## src/rtl/sync_ram_ctrl_if.sv

```systemverilog
// Request/response channel bundle for sync_ram_ctrl.
// The master drives requests and rsp_ready; the slave (the RAM block) drives
// req_ready and the response fields.
interface sync_ram_ctrl_if #(
  parameter int DATA_W = 32,
  parameter int ADDR_W = 6
);
  logic                req_valid;
  logic                req_ready;
  logic                req_we;
  logic [ADDR_W-1:0]   req_addr;
  logic [DATA_W-1:0]   req_wdata;
  logic [DATA_W/8-1:0] req_be;
  logic                rsp_valid;
  logic                rsp_ready;
  logic [DATA_W-1:0]   rsp_rdata;
  logic                rsp_err;

  modport master (
    output req_valid, req_we, req_addr, req_wdata, req_be, rsp_ready,
    input  req_ready, rsp_valid, rsp_rdata, rsp_err
  );

  modport slave (
    input  req_valid, req_we, req_addr, req_wdata, req_be, rsp_ready,
    output req_ready, rsp_valid, rsp_rdata, rsp_err
  );
endinterface

```

## src/rtl/sync_ram_ctrl.sv

```systemverilog
// Single-port synchronous RAM with valid/ready request and response channels,
// byte-enable writes, read latency of 1 or 2 cycles, out-of-range detection
// and a one-word-per-cycle hardware clear after every reset.
//
// Response path: the array is read on the accept edge. For RD_LAT=2 the
// result passes through one extra stage register. Responses then enter the
// output side: a registered output slot backed by a two-entry skid FIFO, which
// together absorb every outstanding response while rsp_ready is low.
module sync_ram_ctrl #(
  parameter int DATA_W = 32,
  parameter int ADDR_W = 6,
  parameter int DEPTH  = 60,
  parameter int RD_LAT = 1
) (
  input  logic           clk,
  input  logic           rst,
  sync_ram_ctrl_if.slave bus,
  output logic           init_done
);

  localparam int                BE_W      = DATA_W / 8;
  localparam logic [1:0]        CAP       = 2'(RD_LAT + 1);
  localparam logic [ADDR_W:0]   DEPTH_X   = (ADDR_W + 1)'(DEPTH);
  localparam logic [ADDR_W-1:0] LAST_ADDR = ADDR_W'(DEPTH - 1);
  localparam logic [ADDR_W-1:0] ONE_A     = ADDR_W'(1);
  localparam logic [DATA_W-1:0] ZERO_W    = {DATA_W{1'b0}};

  typedef enum logic [0:0] {
    ST_CLEAR = 1'b0,
    ST_RUN   = 1'b1
  } state_t;

  state_t              state_r;
  state_t              state_nxt_s;
  logic [ADDR_W-1:0]   clr_addr_r;
  logic                clr_we_s;
  logic                init_done_r;
  logic [DATA_W-1:0]   mem_r [DEPTH];

  logic                req_ready_s;
  logic                accept_s;
  logic                in_range_s;
  logic [DATA_W-1:0]   new_data_s;

  logic                stage_valid_r;
  logic [DATA_W-1:0]   stage_data_r;
  logic                stage_err_r;

  logic                arr_valid_s;
  logic [DATA_W-1:0]   arr_data_s;
  logic                arr_err_s;

  logic [DATA_W-1:0]   fifo_data_r [2];
  logic                fifo_err_r  [2];
  logic                fifo_wp_r;
  logic                fifo_rp_r;
  logic [1:0]          fifo_cnt_r;
  logic                fifo_empty_s;
  logic                fifo_push_s;
  logic                fifo_pop_s;

  logic                rsp_valid_r;
  logic [DATA_W-1:0]   rsp_rdata_r;
  logic                rsp_err_r;
  logic                deliver_s;
  logic                out_free_s;
  logic                out_load_s;
  logic [1:0]          outstanding_r;

  assign accept_s     = bus.req_valid && req_ready_s;
  assign in_range_s   = ({1'b0, bus.req_addr} < DEPTH_X);
  assign deliver_s    = rsp_valid_r && bus.rsp_ready;
  assign out_free_s   = !rsp_valid_r || deliver_s;
  assign fifo_empty_s = (fifo_cnt_r == 2'd0);
  assign out_load_s   = out_free_s && (!fifo_empty_s || arr_valid_s);
  assign fifo_pop_s   = out_free_s && !fifo_empty_s;
  assign fifo_push_s  = arr_valid_s && !(out_free_s && fifo_empty_s);

  assign bus.req_ready = req_ready_s;
  assign bus.rsp_valid = rsp_valid_r;
  assign bus.rsp_rdata = rsp_rdata_r;
  assign bus.rsp_err   = rsp_err_r;
  assign init_done     = init_done_r;

  // Sequencer state, clear pointer and init_done flag.
  always_ff @(posedge clk) begin
    if (rst) begin
      state_r     <= ST_CLEAR;
      clr_addr_r  <= {ADDR_W{1'b0}};
      init_done_r <= 1'b0;
    end else begin
      state_r     <= state_nxt_s;
      init_done_r <= (state_nxt_s == ST_RUN);
      if (clr_we_s) begin
        clr_addr_r <= clr_addr_r + ONE_A;
      end
    end
  end

  // Next-state and request-acceptance decode for the clear/run sequencer.
  always_comb begin
    state_nxt_s = state_r;
    clr_we_s    = 1'b0;
    req_ready_s = 1'b0;
    case (state_r)
      ST_CLEAR: begin
        clr_we_s = 1'b1;
        if (clr_addr_r == LAST_ADDR) begin
          state_nxt_s = ST_RUN;
        end else begin
          state_nxt_s = ST_CLEAR;
        end
      end
      ST_RUN: begin
        req_ready_s = !rst && (outstanding_r < CAP);
      end
      default: begin
        state_nxt_s = ST_CLEAR;
      end
    endcase
  end

  // Storage array: clear sweep, then byte-masked writes; untouched while rst is held.
  always_ff @(posedge clk) begin
    if (!rst) begin
      if (clr_we_s) begin
        mem_r[clr_addr_r] <= ZERO_W;
      end else if (accept_s && bus.req_we && in_range_s) begin
        for (int i = 0; i < BE_W; i++) begin
          if (bus.req_be[i]) begin
            mem_r[bus.req_addr][8*i +: 8] <= bus.req_wdata[8*i +: 8];
          end
        end
      end
    end
  end

  // Response data for the request being accepted: reads of valid words only.
  always_comb begin
    new_data_s = ZERO_W;
    if (!bus.req_we && in_range_s) begin
      new_data_s = mem_r[bus.req_addr];
    end else begin
      new_data_s = ZERO_W;
    end
  end

  // Pick what reaches the output side this edge: the fresh read or the extra stage.
  always_comb begin
    arr_valid_s = 1'b0;
    arr_data_s  = ZERO_W;
    arr_err_s   = 1'b0;
    if (RD_LAT == 1) begin
      arr_valid_s = accept_s;
      arr_data_s  = new_data_s;
      arr_err_s   = !in_range_s;
    end else begin
      arr_valid_s = stage_valid_r;
      arr_data_s  = stage_data_r;
      arr_err_s   = stage_err_r;
    end
  end

  // Latency stage, skid FIFO, registered response outputs and outstanding count.
  always_ff @(posedge clk) begin
    if (rst) begin
      stage_valid_r <= 1'b0;
      stage_data_r  <= ZERO_W;
      stage_err_r   <= 1'b0;
      fifo_wp_r     <= 1'b0;
      fifo_rp_r     <= 1'b0;
      fifo_cnt_r    <= 2'd0;
      rsp_valid_r   <= 1'b0;
      rsp_rdata_r   <= ZERO_W;
      rsp_err_r     <= 1'b0;
      outstanding_r <= 2'd0;
    end else begin
      stage_valid_r <= accept_s;
      if (accept_s) begin
        stage_data_r <= new_data_s;
        stage_err_r  <= !in_range_s;
      end
      if (fifo_push_s) begin
        fifo_data_r[fifo_wp_r] <= arr_data_s;
        fifo_err_r[fifo_wp_r]  <= arr_err_s;
        fifo_wp_r              <= !fifo_wp_r;
      end
      if (fifo_pop_s) begin
        fifo_rp_r <= !fifo_rp_r;
      end
      fifo_cnt_r <= fifo_cnt_r + {1'b0, fifo_push_s} - {1'b0, fifo_pop_s};
      // The oldest response always sits in the output slot; data holds otherwise.
      if (out_load_s) begin
        rsp_valid_r <= 1'b1;
        if (!fifo_empty_s) begin
          rsp_rdata_r <= fifo_data_r[fifo_rp_r];
          rsp_err_r   <= fifo_err_r[fifo_rp_r];
        end else begin
          rsp_rdata_r <= arr_data_s;
          rsp_err_r   <= arr_err_s;
        end
      end else if (deliver_s) begin
        rsp_valid_r <= 1'b0;
      end
      outstanding_r <= outstanding_r + {1'b0, accept_s} - {1'b0, deliver_s};
    end
  end

endmodule

```

## src/flat_wrapper.sv

```systemverilog
// flat-port wrapper written by rule: the top's interface ports become plain ports
module sync_ram_ctrl_flat 
#(
  parameter int DATA_W = 32,
  parameter int ADDR_W = 6,
  parameter int DEPTH  = 60,
  parameter int RD_LAT = 1
)
  (clk, rst, init_done, bus_req_valid, bus_req_we, bus_req_addr, bus_req_wdata, bus_req_be, bus_rsp_ready, bus_req_ready, bus_rsp_valid, bus_rsp_rdata, bus_rsp_err);
  sync_ram_ctrl_if #(.DATA_W(DATA_W), .ADDR_W(ADDR_W)) bus_i ();
  input  logic clk;
  input  logic rst;
  output logic init_done;
  input wire logic [$bits(bus_i.req_valid)-1:0] bus_req_valid;
  input wire logic [$bits(bus_i.req_we)-1:0] bus_req_we;
  input wire logic [$bits(bus_i.req_addr)-1:0] bus_req_addr;
  input wire logic [$bits(bus_i.req_wdata)-1:0] bus_req_wdata;
  input wire logic [$bits(bus_i.req_be)-1:0] bus_req_be;
  input wire logic [$bits(bus_i.rsp_ready)-1:0] bus_rsp_ready;
  output wire logic [$bits(bus_i.req_ready)-1:0] bus_req_ready;
  output wire logic [$bits(bus_i.rsp_valid)-1:0] bus_rsp_valid;
  output wire logic [$bits(bus_i.rsp_rdata)-1:0] bus_rsp_rdata;
  output wire logic [$bits(bus_i.rsp_err)-1:0] bus_rsp_err;
  assign bus_i.req_valid = bus_req_valid;
  assign bus_i.req_we = bus_req_we;
  assign bus_i.req_addr = bus_req_addr;
  assign bus_i.req_wdata = bus_req_wdata;
  assign bus_i.req_be = bus_req_be;
  assign bus_i.rsp_ready = bus_rsp_ready;
  assign bus_req_ready = bus_i.req_ready;
  assign bus_rsp_valid = bus_i.rsp_valid;
  assign bus_rsp_rdata = bus_i.rsp_rdata;
  assign bus_rsp_err = bus_i.rsp_err;
  sync_ram_ctrl #(.DATA_W(DATA_W), .ADDR_W(ADDR_W), .DEPTH(DEPTH), .RD_LAT(RD_LAT)) u_core (.clk(clk), .rst(rst), .bus(bus_i), .init_done(init_done));
endmodule
```

## config.mk

```make
export PLATFORM = sky130hd
export DESIGN_NAME = sync_ram_ctrl_flat
export DESIGN_NICKNAME = d
export VERILOG_FILES = /design/src/rtl/sync_ram_ctrl_if.sv /design/src/rtl/sync_ram_ctrl.sv /design/src/flat_wrapper.sv
export SDC_FILE = /design/constraint.sdc
export NUM_CORES = 2
export LEC_CHECK = 0
export CAP_MARGIN = 30
export CORE_ASPECT_RATIO = 0.8
export CORE_UTILIZATION = 40
export CTS_BUF_LIST = sky130_fd_sc_hd__clkbuf_4 sky130_fd_sc_hd__clkbuf_8
export CTS_CLUSTER_DIAMETER = 150
export DETAILED_ROUTE_END_ITERATION = 12
export GPL_TIMING_DRIVEN = 1
export HOLD_SLACK_MARGIN = 0.03
export SLEW_MARGIN = 20
export SYNTH_ARGS = -nofsm -noshare
export SYNTH_HDL_FRONTEND = slang
export SYNTH_SLANG_ARGS = --single-unit
export TNS_END_PERCENT = 100
```

## constraint.sdc

```tcl
create_clock -name clk -period 3.76 [get_ports clk]
set_clock_uncertainty 0.1 [all_clocks]
set_input_delay 0.376 -clock clk [delete_from_list [all_inputs] [get_ports clk]]
set_output_delay 0.376 -clock clk [all_outputs]
set_load 0.02 [all_outputs]
```

# --- After elaboration in Yosys (flattened, before gate mapping) ---
# Memories as Yosys holds them, arrays and structs flattened. A register that Yosys moved wholly into a read port is not among the register bits.
# Cells that the tools add are included.
totals:
  ramBits: 1986
  word_cells: 84
  mem_count: 3
  reg_bits: 47
  in_bits: 47
classes:
  magnitude_cmp: 2
  eq_ne: 1
  reduce_logical: 23
  add_sub_neg: 5
  muxes: 41
mem_list:
  columns: ["memory", "words", "word_bits", "read_ports", "rd_clocked_by_memory_dff", "write_ports", "line", "source"]
  rows:
  - ["u_core.mem_r", 60, 32, 1, 0, 1, "sync_ram_ctrl.sv:38", "logic [DATA_W-1:0] mem_r [DEPTH];"]
  - ["u_core.fifo_data_r", 2, 32, 1, 1, 1, "sync_ram_ctrl.sv:53", "logic [DATA_W-1:0] fifo_data_r [2];"]
  - ["u_core.fifo_err_r", 2, 1, 1, 1, 1, "sync_ram_ctrl.sv:54", "logic fifo_err_r [2];"]
op_table:
  columns: ["op", "n"]
  rows:
  - ["32-bit two-way mux", 3]
  - ["1-bit two-way mux", 36]
  - ["32-bit OR reduction", 1]
  - ["1-bit logical AND", 10]
  - ["1-bit logical NOT", 8]
  - ["6-bit by 1-bit adder with 6-bit output, second input constant", 1]
  - ["6-bit == test, second input constant", 1]
  - ["6-bit < comparator, second input constant", 1]
  - ["6-bit two-way mux", 1]
  - ["2-bit by 1-bit adder with 2-bit output", 2]
  - ["4-bit two-way mux", 1]
  - ["2-bit by 1-bit subtractor with 2-bit output", 2]
  - ["2-bit logical NOT", 1]
  - ["1-bit logical OR", 2]
  - ["2-bit < comparator, second input constant", 1]
  - ["2-bit nonzero test", 1]

# --- Depth between registers and ports, before layout ---
depth:
  depth_word: 12
  depth_mapped: 10
  mapped_depth_nobuf: 8

# --- Least setup slack after synthesis ---
# No wires, ideal clock.
synth_timing:
  path_kind: "reg2reg"
  startpoint: "reg u_core.state_r"
  endpoint: "mem u_core.fifo_data_r[0][0], enable pin"
  stages_incl_launch_ff: 6
  synth_period_minus_slack_ns: 3.890
  required_ns: 3.196
  slack_ns: -0.130
  n_path_buf: 2
  arrival_time_ns: 3.326
  cell_sequence: "dfxtp_1 -> buf_2 -> and4bb_1 -> buf_4 -> inv_2 -> nor3_1"
synth_between:
  elab_chain_len: 6
synth_lines:
  columns: ["item", "line", "source"]
  rows:
  - ["start: declaration", "sync_ram_ctrl.sv:33", "state_t state_r;"]
  - ["start signal: assignment", "sync_ram_ctrl.sv:92", "state_r <= state_nxt_s;"]
  - ["1-bit two-way mux", "sync_ram_ctrl.sv:105", "case (state_r)"]
  - ["1-bit logical AND", "sync_ram_ctrl.sv:70", "assign accept_s = bus.req_valid && req_ready_s;"]
  - ["1-bit logical AND", "sync_ram_ctrl.sv:77", "assign fifo_push_s = arr_valid_s && !(out_free_s && fifo_empty_s);"]
  - ["1-bit two-way mux", "sync_ram_ctrl.sv:183", "if (fifo_push_s) begin"]
  - ["1-bit two-way mux", "sync_ram_ctrl.sv:166", "if (rst) begin"]
  - ["1-bit two-way mux (not written as such)", "sync_ram_ctrl.sv:184", "fifo_data_r[fifo_wp_r] <= arr_data_s;"]
  - ["end: declaration", "sync_ram_ctrl.sv:53", null]
# Every way passes these cells.

# --- Worst setup path after layout ---
layout_timing:
  startpoint: "reg u_core.outstanding_r[1]"
  endpoint: "mem u_core.mem_r[32][11], enable pin"
layout_between:
  elab_chain_len: 12
layout_lines:
  columns: ["item", "line", "source"]
  rows:
  - ["start: declaration", "sync_ram_ctrl.sv:68", "logic [1:0] outstanding_r;"]
  - ["start signal: assignment", "sync_ram_ctrl.sv:205", "outstanding_r <= outstanding_r + {1'b0, accept_s} - {1'b0, deliver_s};"]
  - ["2-bit < comparator (*)", "sync_ram_ctrl.sv:115", "req_ready_s = !rst && (outstanding_r < CAP);"]
  - ["1-bit logical AND (*)", "sync_ram_ctrl.sv:115", null]
  - ["1-bit two-way mux (*)", "sync_ram_ctrl.sv:105", null]
  - ["1-bit logical AND (*)", "sync_ram_ctrl.sv:70", null]
  - ["1-bit logical AND (*) (2 in series)", "sync_ram_ctrl.sv:128", "end else if (accept_s && bus.req_we && in_range_s) begin"]
  - ["1-bit two-way mux", "sync_ram_ctrl.sv:128", null]
  - ["1-bit two-way mux", "sync_ram_ctrl.sv:126", "if (clr_we_s) begin"]
  - ["1-bit two-way mux", "sync_ram_ctrl.sv:125", "if (!rst) begin"]
  - ["1-bit two-way mux (not written as such)", "sync_ram_ctrl.sv:131", "mem_r[bus.req_addr][8*i +: 8] <= bus.req_wdata[8*i +: 8];"]
  - ["32-bit OR reduction (no line)", null, null]
  - ["6-bit two-way mux (no line) or 4-bit two-way mux (tied branches)", null, null]
  - ["end: declaration", "sync_ram_ctrl.sv:38", null]
# Mark *: on every way between the ends. The rest lies on a longest branch, timed or not.

==> parameters.txt <==
Parameter                              Value

Status
  Outcome ... complete, no violations

Setup path
  Slowest cell on the critical path ... sky130_fd_sc_hd__a211oi_1
  Kind of launch point of the worst setup path ... register
  WS Path Type ... reg -> reg
  Critical path's largest stage delay ... 0.45 ns
  Critical-path maximum fanout ... 9
  Worst r2r path cells ... 9
  Endpoint kind of the worst setup timing path ... register
  Cell-by-cell trace of the critical path ... and4bb_1 > buf_4 > a41oi_1 > buf_4 > a211oi_1 > buf_4 > nand2_1 > nor2_1 > buf_4
  Library cell appearing most often on the critical path ... sky130_fd_sc_hd__buf_4
  Arrival time at the worst endpoint ... 3.90 ns
  Required time worst endpoint ... 4.40 ns

CTS
  Setup bufs post-CTS ... 0
  Latest clock arrival within the worst-skew pair ... 1.04 ns
  Clock transition at path regs ... 0.06 ns
  Number of resized instances in the post-cts repair step ... 0
  Post-cts hold buffer count ... 1
  CTS Buf Count ... 317
  Clock sink count ... 2034
  Clock tree from TritonCTS ... done
  Buffers from clock root to sink, at most ... 4
  Clock tree root driver cell ... sky130_fd_sc_hd__clkbuf_8
  H-tree lvl count ... 5

Yosys
  Register bit count reported by yosys ... 2034
  Syn_nets ... 4623
  Sequential area share after synthesis ... 75.3%
  Ys flop type ... sky130_fd_sc_hd__edfxtp_1
  Cells after Synth ... 4571
  Count leader, synth ... sky130_fd_sc_hd__edfxtp_1
  EDFF count, synth ... 1986
  Proportion of netlist area held by the largest area contributor ... 74.1%
  Cell area after technology mapping ... 80500 µm²
  Leading area contributor after synthesis ... sky130_fd_sc_hd__edfxtp_1
  Share of flip-flops with an asynchronous set or reset ... 0%
  Most numerous cell types in the synthesized netlist ... sky130_fd_sc_hd__edfxtp_1, sky130_fd_sc_hd__mux2i_1, sky130_fd_sc_hd__nor2_1
  Mean cell area of the mapped netlist ... 17.6 µm²
  Post-synthesis cell type count ... 66
  Yosys warning total ... 0
  Area contributors post-synth ... sky130_fd_sc_hd__edfxtp_1, sky130_fd_sc_hd__mux2i_1, sky130_fd_sc_hd__a22oi_1

Detailed routing
  Drt total wl ... 233 mm
  Total vias in the final route ... 46200
  Average wire per cell in the routed design ... 28.6 µm
  Vias per inst ... 5.69
  Detailed-routing iteration count for the pre-antenna-repair pass ... 6
  Antenna-violating nets left ... 0
  DRC violation count after routing ... 0
  Iteration-0 DRC Markers ... 5895

Layout
  Layout cells sized above 1 ... 23.2%
  Register cell area after layout ... 60600 µm²
  Layout overhead on the synthesized area ... 17.6%
  Final Cell Area ... 94700 µm²
  Nets ... 5292
  Fillers ... 16600
  Utilization of the core after routing ... 47.6%
  Post-route non-filler standard cell count ... 8133
  Combined area of the multi-input logic cells ... 18500 µm²

Floorplanning
  Ports ... 83
  Standard-cell row count ... 146
  Die outline height ... 403 µm
  Initial standard-cell utilization of the core ... 40.4%
  Die span in x ... 503 µm
  CORE AREA ... 199000 µm²
  Overall die area ... 203000 µm²

STA
  Setup violation total in the final timing report ... 0
  Unrepaired setup endpoints after global routing ... no
  Min cycle time layout ... 3.27 ns
  Worst Slack Setup Final ... 0.491 ns
  Achievable frequency ... 0.306 GHz
  Final-report max-slew violation count ... 0
  Final period util ... 86.9%
  Summed negative setup slack over all endpoints ... 0 ns
  Hold Worst Slack ... 0.0898 ns
  Transition time of the tightest slew-check pin ... 1.03 ns
  Worst slew margin relative to its limit ... 31.6%
  Hold violation count in the final report ... 0

Pwr
  P_sw ... 11.2 mW
  Portion of total power attributed to sequential cells ... 53.2%
  Worst VDD drop ... 0.000402 V
  Share of power burned in combinational logic ... 8.2%
  Leakage Power ... 35.4 nW
  Cell internal pwr ... 35.9 mW
  Power Dens Cells ... 498 nW/µm²
  Switching share of total power ... 23.8%
  Overall power consumption ... 47.1 mW
  Proportion of power drawn by the clock network ... 38.6%

Placement
  Placement-stage cell area ... 88600 µm²
  Placed Cells ... 7584
  Port Buffer Count ... 82
  Worst slack at placement ... -0.178 ns
  Placer Congestion ... 0.890
  DP HPWL ... 151 mm

Global routing
  Global Route Usage Sum ... 22.7%
  First-pass GRT wire length ... 331 mm
  Overflow left after global routing ... 0
  Maximum number of pins on one net before global-route repair ... 61
  Number of antenna violations at the first check in global routing ... 4
  Vias in the first global route ... 45400

Hold path
  Kind of path behind the tightest hold check ... in -> reg
  Hold Path Depth ... 2

Flow run
  Number of max-cap violations ... 0
==> kinds of logic after synthesis <==
| kind of cell | Yosys count | synth area share (%) |
|---|---|---|
| AOI/OAI and AO/OA | 639 | 5.94 |
| xor gates and xnor gates | 10 | 0.109 |
| adders and majority gates | 5 | 0.0777 |
| buffers and inverters | 310 | 2.00 |
| DFF | 2034 | 75.3 |
| muxes | 958 | 13.0 |
| and+or+nand+nor | 615 | 3.56 |
==> routing by layer <==
metal | global-route usage, % | vias to the layer above | wire length [µm]
met4 | 7.68 | 0 | 7160
met3 | 4.53 | 396 | 19700
li1 | - | 19800 | -
met1 | 33.2 | 23800 | 102000
met5 | 0 | - | 0
met2 | 33.9 | 2239 | 105000
==> power groups by stage <==
stage / clock network (mW) / logic [mW] / registers [mW]
after floorplan: 0 / 1.99 / 25.5
after CTS: 18.5 / 3.83 / 25.1
final: 18.2 / 3.85 / 25.1
after global routing: 19.4 / 4.01 / 25.0
after detailed placement: 0 / 3.81 / 25.5
after global placement: 0 / 3.79 / 25.5
==> sequential cells by signal, indices dropped and copies added, names as in the netlist, named ones only <==
signal and flops:
u_core.fifo_wp_r 1, u_core.fifo_rp_r 1, u_core.fifo_err_r 2, u_core.mem_r 1920, u_core.bus.rsp_err 1, u_core.clr_addr_r 6, u_core.fifo_data_r 64, u_core.outstanding_r 2
u_core.bus.rsp_valid 1, u_core.state_r 1, u_core.fifo_cnt_r 2, u_core.bus.rsp_rdata 32
==> worst max-delay path: cells and delay by family (launching register included) <==
family          cells  cell delay (ns)
simple gates        3             1.06
flops               1             0.33
compound gates      2             0.60
buf+inv             4             0.86
==> layout by cell type, fill, tap and decap left out, types with 8 or more instances in the layout <==
cell type | Yosys | layout
sky130_fd_sc_hd__nor3_1 | 61 | 60
sky130_fd_sc_hd__clkbuf_4 | 3 | 107
sky130_fd_sc_hd__clkinv_2 | 0 | 28
sky130_fd_sc_hd__nand3_1 | 72 | 72
sky130_fd_sc_hd__nand2b_1 | 12 | 9
sky130_fd_sc_hd__a22oi_1 | 224 | 224
sky130_fd_sc_hd__o32ai_1 | 35 | 35
sky130_fd_sc_hd__mux2i_1 | 820 | 820
sky130_fd_sc_hd__a41oi_1 | 11 | 11
sky130_fd_sc_hd__clkdlybuf4s50_1 | 0 | 76
sky130_fd_sc_hd__a221oi_1 | 64 | 64
sky130_fd_sc_hd__nor2b_1 | 17 | 12
sky130_fd_sc_hd__a41o_1 | 23 | 23
sky130_fd_sc_hd__buf_12 | 0 | 89
sky130_fd_sc_hd__buf_4 | 65 | 483
sky130_fd_sc_hd__nor2_1 | 273 | 270
sky130_fd_sc_hd__o41ai_1 | 23 | 23
sky130_fd_sc_hd__mux2_2 | 75 | 75
sky130_fd_sc_hd__mux4_2 | 59 | 59
sky130_fd_sc_hd__and2_2 | 0 | 33
sky130_fd_sc_hd__a21oi_1 | 71 | 71
sky130_fd_sc_hd__clkbuf_8 | 0 | 327
sky130_fd_sc_hd__clkinv_1 | 0 | 67
sky130_fd_sc_hd__nand2_1 | 93 | 90
sky130_fd_sc_hd__o22ai_1 | 117 | 117
sky130_fd_sc_hd__bufinv_16 | 0 | 9
sky130_fd_sc_hd__o32a_1 | 11 | 11
sky130_fd_sc_hd__o21a_1 | 11 | 11
sky130_fd_sc_hd__a211oi_1 | 8 | 8
sky130_fd_sc_hd__edfxtp_1 | 1986 | 1986
sky130_fd_sc_hd__and4_1 | 13 | 12
sky130_fd_sc_hd__dfxtp_1 | 48 | 47
==> cell type report <==
type | instances | area share [%]
Sequential cell | 2034 | 64.0
Tap cell | 2664 | 3.52
Antenna cell | 3 | 0.00793
Clock inverter | 111 | 0.756
Multi-Input combinational cell | 2227 | 19.5
Clock buffer | 434 | 5.60
Timing Repair Buffer | 652 | 6.55
Inverter | 8 | 0.0317
==> final timing paths <==
kind                                 startpoint  slack (ns)                         endpoint
max          u_core.outstanding_r[1]$_SDFF_PP0_        0.49   u_core.mem_r[32][11]$_DFFE_PP_
min                           bus_req_wdata[22]        0.09    u_core.mem_r[8][22]$_DFFE_PP_
max reg2reg  u_core.outstanding_r[1]$_SDFF_PP0_        0.49   u_core.mem_r[32][11]$_DFFE_PP_
min reg2reg     u_core.bus.rsp_err$_SDFFE_PP0P_        0.41  u_core.bus.rsp_err$_SDFFE_PP0P_
No activity file was read; power rests on OpenSTA's default activity.
